**src/rtl/nhan_bonus_pkg.sv**
```systemverilog
// Shared constants, field layout and FSM encoding for the nhan_bonus
// single-precision multiplier.
package nhan_bonus_pkg;

  localparam int MANT_W  = 23;
  localparam int EXP_W   = 8;
  localparam int BIAS    = 127;
  localparam int EXP_MAX = 255;

  typedef struct packed {
    logic              sign;
    logic [EXP_W-1:0]  exp;
    logic [MANT_W-1:0] frac;
  } fp32_t;

  typedef enum logic [1:0] {
    IDLE = 2'd0,
    MUL  = 2'd1,
    NORM = 2'd2
  } state_t;

endpackage

```
**src/rtl/nhan_bonus_mant_mul.sv**
```systemverilog
// Sequential 24x24 shift-and-add significand multiplier: one multiplier
// bit (LSB first) per clock, done held high until the next load.
module nhan_bonus_mant_mul
  import nhan_bonus_pkg::*;
(
  input  logic                   clk,
  input  logic                   rst_n,
  input  logic                   load,
  input  logic [MANT_W:0]        mcand,
  input  logic [MANT_W:0]        mplier,
  output logic                   busy,
  output logic                   done,
  output logic [2*MANT_W+1:0]    prod
);

  logic [2*MANT_W+1:0] acc_r;
  logic [2*MANT_W+1:0] mcand_r;
  logic [MANT_W:0]     mplier_r;
  logic [4:0]          cnt_r;
  logic                busy_r;
  logic                done_r;

  // Accumulate one shifted partial product per cycle while busy.
  always_ff @(posedge clk or negedge rst_n) begin
    if (!rst_n) begin
      acc_r    <= '0;
      mcand_r  <= '0;
      mplier_r <= '0;
      cnt_r    <= 5'd0;
      busy_r   <= 1'b0;
      done_r   <= 1'b0;
    end else if (load) begin
      acc_r    <= '0;
      mcand_r  <= {{(MANT_W+1){1'b0}}, mcand};
      mplier_r <= mplier;
      cnt_r    <= 5'd0;
      busy_r   <= 1'b1;
      done_r   <= 1'b0;
    end else if (busy_r) begin
      if (mplier_r[0]) begin
        acc_r <= acc_r + mcand_r;
      end else begin
        acc_r <= acc_r;
      end
      mcand_r  <= mcand_r << 1;
      mplier_r <= mplier_r >> 1;
      if (cnt_r == 5'd23) begin
        cnt_r  <= cnt_r;
        busy_r <= 1'b0;
        done_r <= 1'b1;
      end else begin
        cnt_r  <= cnt_r + 5'd1;
        busy_r <= 1'b1;
        done_r <= 1'b0;
      end
    end else begin
      acc_r    <= acc_r;
      mcand_r  <= mcand_r;
      mplier_r <= mplier_r;
      cnt_r    <= cnt_r;
      busy_r   <= busy_r;
      done_r   <= done_r;
    end
  end

  assign busy = busy_r;
  assign done = done_r;
  assign prod = acc_r;

endmodule

```
**src/rtl/nhan_bonus.sv**
```systemverilog
// Multi-cycle IEEE-754 single-precision multiplier (truncating) with
// overflow/underflow flags; results land 26 cycles after operand capture.
module nhan_bonus
  import nhan_bonus_pkg::*;
(
  input  logic        clk,
  input  logic        rst_n,
  input  logic [31:0] A,
  input  logic [31:0] B,
  output logic [31:0] out,
  output logic        underflow,
  output logic        overflow
);

  state_t       state_r, state_s;
  logic [31:0]  cap_a_r, cap_b_r;
  logic         first_r;
  logic         load_s, commit_s, changed_s;
  logic         mul_busy_s, mul_done_s;
  logic [47:0]  prod_s;
  fp32_t        fa_s, fb_s;
  logic         sign_s;
  logic signed [10:0] e_s;
  logic [MANT_W-1:0]  frac_s;
  logic [31:0]  res_s;
  logic         res_of_s, res_uf_s;
  logic         unused_s;

  assign fa_s      = cap_a_r;
  assign fb_s      = cap_b_r;
  assign changed_s = ({A, B} != {cap_a_r, cap_b_r});

  nhan_bonus_mant_mul u_mant_mul (
    .clk    (clk),
    .rst_n  (rst_n),
    .load   (load_s),
    .mcand  ({1'b1, A[MANT_W-1:0]}),
    .mplier ({1'b1, B[MANT_W-1:0]}),
    .busy   (mul_busy_s),
    .done   (mul_done_s),
    .prod   (prod_s)
  );

  // State, operand capture and the first-after-reset capture request.
  always_ff @(posedge clk or negedge rst_n) begin
    if (!rst_n) begin
      state_r <= IDLE;
      cap_a_r <= 32'h0;
      cap_b_r <= 32'h0;
      first_r <= 1'b1;
    end else if (load_s) begin
      state_r <= state_s;
      cap_a_r <= A;
      cap_b_r <= B;
      first_r <= 1'b0;
    end else begin
      state_r <= state_s;
      cap_a_r <= cap_a_r;
      cap_b_r <= cap_b_r;
      first_r <= first_r;
    end
  end

  // Next state; any operand change in MUL/NORM recaptures immediately.
  always_comb begin
    state_s  = state_r;
    load_s   = 1'b0;
    commit_s = 1'b0;
    case (state_r)
      IDLE: begin
        if (first_r || changed_s) begin
          load_s  = 1'b1;
          state_s = MUL;
        end else begin
          state_s = IDLE;
        end
      end
      MUL: begin
        if (changed_s) begin
          load_s  = 1'b1;
          state_s = MUL;
        end else if (mul_done_s && !mul_busy_s) begin
          state_s = NORM;
        end else begin
          state_s = MUL;
        end
      end
      NORM: begin
        if (changed_s) begin
          load_s  = 1'b1;
          state_s = MUL;
        end else begin
          commit_s = 1'b1;
          state_s  = IDLE;
        end
      end
      default: begin
        state_s = IDLE;
      end
    endcase
  end

  assign sign_s   = fa_s.sign ^ fb_s.sign;
  assign e_s      = $signed({3'b000, fa_s.exp}) + $signed({3'b000, fb_s.exp})
                  - $signed(11'(BIAS)) + $signed({10'b0, prod_s[47]});
  assign frac_s   = prod_s[47] ? prod_s[46:24] : prod_s[45:23];
  assign unused_s = ^prod_s[22:0];

  // Special-case priority and final packing of the result.
  always_comb begin
    res_s    = {sign_s, 31'h0};
    res_of_s = 1'b0;
    res_uf_s = 1'b0;
    if (fa_s.exp == 8'hFF || fb_s.exp == 8'hFF) begin
      res_s    = {sign_s, 8'hFF, 23'h0};
      res_of_s = 1'b1;
    end else if ((fa_s.exp == 8'h00 && fa_s.frac == 23'h0) ||
                 (fb_s.exp == 8'h00 && fb_s.frac == 23'h0)) begin
      res_s = {sign_s, 31'h0};
    end else if (fa_s.exp == 8'h00 || fb_s.exp == 8'h00) begin
      res_s    = {sign_s, 31'h0};
      res_uf_s = 1'b1;
    end else if (e_s >= $signed(11'(EXP_MAX))) begin
      res_s    = {sign_s, 8'hFF, 23'h0};
      res_of_s = 1'b1;
    end else if (e_s <= 11'sd0) begin
      res_s    = {sign_s, 31'h0};
      res_uf_s = 1'b1;
    end else begin
      res_s = {sign_s, e_s[7:0], frac_s};
    end
  end

  // Outputs change only when a NORM cycle completes unaborted.
  always_ff @(posedge clk or negedge rst_n) begin
    if (!rst_n) begin
      out       <= 32'h0;
      underflow <= 1'b0;
      overflow  <= 1'b0;
    end else if (commit_s) begin
      out       <= res_s;
      underflow <= res_uf_s;
      overflow  <= res_of_s;
    end else begin
      out       <= out;
      underflow <= underflow;
      overflow  <= overflow;
    end
  end

endmodule

```
**config.mk**
```make
export PLATFORM = sky130hd
export DESIGN_NAME = nhan_bonus
export DESIGN_NICKNAME = d
export VERILOG_FILES = /design/src/rtl/nhan_bonus_pkg.sv /design/src/rtl/nhan_bonus_mant_mul.sv /design/src/rtl/nhan_bonus.sv
export SDC_FILE = /design/constraint.sdc
export NUM_CORES = 1
export LEC_CHECK = 0
export ABC_CLOCK_PERIOD_IN_PS = 7200
export CORE_ASPECT_RATIO = 0.9
export CORE_MARGIN = 4
export CORE_UTILIZATION = 64
export CTS_CLUSTER_DIAMETER = 150
export DETAILED_ROUTE_END_ITERATION = 8
export GPL_ROUTABILITY_DRIVEN = 0
export HOLD_SLACK_MARGIN = 0.03
export PLACE_DENSITY = 0.91
export SYNTH_ARGS = -nofsm -noshare
export SYNTH_HDL_FRONTEND = slang
export SYNTH_SLANG_ARGS = --single-unit
```
**constraint.sdc**
```tcl
create_clock -name clk -period 7.2 [get_ports clk]
set_clock_uncertainty 0.1 [all_clocks]
set_input_delay 1.44 -clock clk [delete_from_list [all_inputs] [get_ports clk]]
set_output_delay 1.44 -clock clk [all_outputs]
set_load 0.01 [all_outputs]
```
==> impl_metrics.json <==
{
  "wl_um": 33800,
  "dr.first_iter.drc_count": 1159,
  "crit_required_ns": 7.55,
  "grt_pass1_wl_um": 55100,
  "synth-edff-count": 0,
  "ys_seq_area_share_pct": 43.2,
  "synth-compound-area-share_pct": 14.4,
  "start_kind": "input pin",
  "yosysTopAreaCell": "dfrtp_1",
  "clk_pin_slew_ns": 0.06,
  "post-cts-setup-buffer-count": 0,
  "min_period_ns": 5.04,
  "vias": 11300,
  "r2r_cells": 13,
  "hp-class": "flip-flop to flip-flop",
  "syn2layout_area_growth_pct": 14.9,
  "die-area_um2": 23000,
  "antenna_found_initial": 0,
  "synth_adder_area_share_pct": 6.84,
  "internal_power_mw": 2.19,
  "seqPwrFrac_pct": 46.1,
  "highest_layer": "met4",
  "dr_wl_met2_um": 16000,
  "syn_nets": 1586,
  "grt_pass1_vias": 11100,
  "ctsHoldBuffers": 0,
  "min_delay_path_depth": 2,
  "outcome": "completed",
  "pwr-share-clk_pct": 43.7,
  "firstDrtPassIters": 5,
  "p_sw_mw": 0.738,
  "powerDensity_nw_per_um2": 193,
  "io_pins": 100,
  "placementRows": 49,
  "path_max_fanout": 45,
  "end_kind": "flip-flop",
  "slew_viol_final": 0,
  "synth_top_family_by_area": "simple AND/OR/NAND/NOR gates",
  "port_buffers": 99,
  "initial_utilization_pct": 65.6,
  "hold_viol_final": 0,
  "cts_tree": "yes",
  "ys_ff_latch": 228,
  "syn_avg_cell_area_um2": 9.11,
  "finalSetupViolCount": 0,
  "synth_area_um2": 13200,
  "n_antenna_cell": 0,
  "cts-resized-gates": 0,
  "yosysTopAreaCellShare_pct": 43.0,
  "synth_simple_gate_area_share_pct": 17.5,
  "nets": 1659,
  "core_region_area_um2": 20100,
  "cts_root_buf": "clkbuf_16",
  "route.detailed.wl_per_inst_um": 18.8,
  "grt_max_degree": 112,
  "drcViolationCount": 0,
  "synth_mux_area_share_pct": 7.29,
  "crit_type": "input pin to flip-flop",
  "tns_ns": 0,
  "power_switching_share_pct": 25.2,
  "p_leak_nw": 7.09,
  "synth_area_leaders": "dfrtp_1 (43%), nand2_1 (9.1%), mux2i_1 (7.2%)",
  "dp_slack_ns": 2.06,
  "ys.flop_type": "dfrtp_1",
  "htreeDepth": 1,
  "grt_overflow": 0,
  "tightestPinTransition_ns": 1.08,
  "wl_met3_um": 2560,
  "netlist-cell-type-count": 68,
  "drive_above_1_share_pct": 5.91,
  "cts_inserted_buffers": 25,
  "drt.antenna.violating_nets": 0,
  "setup_slack_ns": 2.16,
  "yosysWarnings": 0,
  "synthXorXnorAreaFrac_pct": 7.95,
  "die_x_um": 159,
  "clk_path_buf_depth": 3,
  "drt-met1-wl_um": 14100,
  "cts_sinks": 228,
  "fin_crit_sh_pct": 69.9,
  "vias_per_cell": 6.31,
  "die_h_um": 144,
  "maxSlewHeadroom_pct": 27.8,
  "worst_ir_drop_vdd_v": 0.000151,
  "ys_async_sr_fraction_pct": 100,
  "cap_violations": 0,
  "combPwrFrac_pct": 10.2,
  "clkLatencyLatePin_ns": 0.53,
  "fmax_mhz": 199,
  "grt_setup_unrepaired": "no",
  "dp_hpwl_um": 23300,
  "crit_arrival_ns": 5.38,
  "synthCells": 1449,
  "grt_use_total_pct": 29.0
}
==> state kept, by name, summed over array words and instances (netlist names) <==
register / cells
cap_a_r: 32
cap_b_r: 32
first_r: 1
out: 32
overflow: 1
state_r: 2
u_mant_mul.busy: 1
u_mant_mul.cnt_r: 5
u_mant_mul.done: 1
u_mant_mul.mcand_r: 48
u_mant_mul.mplier_r: 24
u_mant_mul.prod: 48
underflow: 1
==> final timing paths <==
path	from	endpoint	slack, ns
max	B[23]	cap_b_r[19]$_DFFE_PN0P_	2.16
min	out[16]$_DFFE_PN0P_	out[16]$_DFFE_PN0P_	0.37
min reg2reg	out[16]$_DFFE_PN0P_	out[16]$_DFFE_PN0P_	0.37
max in group asynchronous	rst_n	cap_b_r[10]$_DFFE_PN0P_	4.68
min in group asynchronous	rst_n	out[12]$_DFFE_PN0P_	0.89
max reg2reg	cap_a_r[24]$_DFFE_PN0P_	out[0]$_DFFE_PN0P_	2.63
==> worst max-delay path: stages <==
cell and delay [ns]:
clkdlybuf4s50_1 0.46, xnor2_1 0.36, nand4_1 0.15, nor4_1 0.50, nand4_1 0.39, o21ai_0 0.56
a21o_2 0.76, buf_4 0.48, nand2_1 0.15, nand2_1 0.11
==> power by group through the flow <==
| stage | logic (mW) | clock network [mW] | registers (mW) |
|---|---|---|---|
| 6_report | 0.297 | 1.28 | 1.35 |
| 5_1_grt | 0.323 | 1.34 | 1.35 |
| 4_1_cts | 0.293 | 1.29 | 1.35 |
| 3_5_place_dp | 0.289 | 0 | 1.37 |
| 3_3_place_gp | 0.281 | 0 | 1.37 |
| 2_1_floorplan | 0.170 | 0 | 1.36 |
==> stage by stage <==
step	area, um^2	util [%]	hold WS, ns	power, mW	cells
floorplan	13200	-	0.361	1.53	1449
global placement	14400	71.4	0.363	1.65	1750
detailed placement	14400	71.4	0.365	1.66	1750
CTS	15200	75.5	0.379	2.93	1795
global route	15200	75.5	0.405	3.02	1795
finish	15200	75.5	0.373	2.92	1795
==> layout by cell type, fill, tap and decap left out, types with 21 or more instances in the layout <==
cell / synthesis / final
ha_1: 69 / 69
xnor2_1: 99 / 99
dfrtp_1: 227 / 226
a21oi_1: 103 / 102
nor4_1: 21 / 21
inv_1: 31 / 31
nor2_1: 84 / 84
clkbuf_16: 0 / 25
o21ai_0: 101 / 101
nand2_1: 321 / 321
nand4_1: 32 / 32
mux2i_1: 95 / 95
clkdlybuf4s50_1: 0 / 98
==> logic make-up (layout without fill, tap and decap cells) <==
| group | Yosys count | after routing |
|---|---|---|
| simple gates | 532 | 532 |
| compound gates | 309 | 309 |
| flops | 228 | 228 |
| xor+xnor | 119 | 119 |
| mux | 96 | 96 |
| buf+inv | 94 | 185 |
| fa+ha+maj | 71 | 71 |
==> cells in the mapped netlist, types with 20 or more instances <==
cell        n
nand2_1   321
dfrtp_1   227
a21oi_1   103
o21ai_0   101
xnor2_1    99
mux2i_1    95
nor2_1     84
ha_1       69
clkbuf_1   57
nand4_1    32
inv_1      31
nor4_1     21
o21ai_2    20
==> cell type report <==
class                      instances  area [um^2]
clock inverter                     7         72.6
sequential                       228         5710
timing repair buffer             109         1070
multi-input combinational       1127         7140
fill                            1293         4940
inverter                          31          116
clock buffer                      38          744
tap                              255          319
==> routing by layer <==
layer	vias to the layer above	track usage [%]
li1	5191	-
met1	5493	39.5
met2	532	48.2
met3	116	4.96
met4	0	9.32
met5	-	0
No activity file was read; power rests on OpenSTA's default activity.
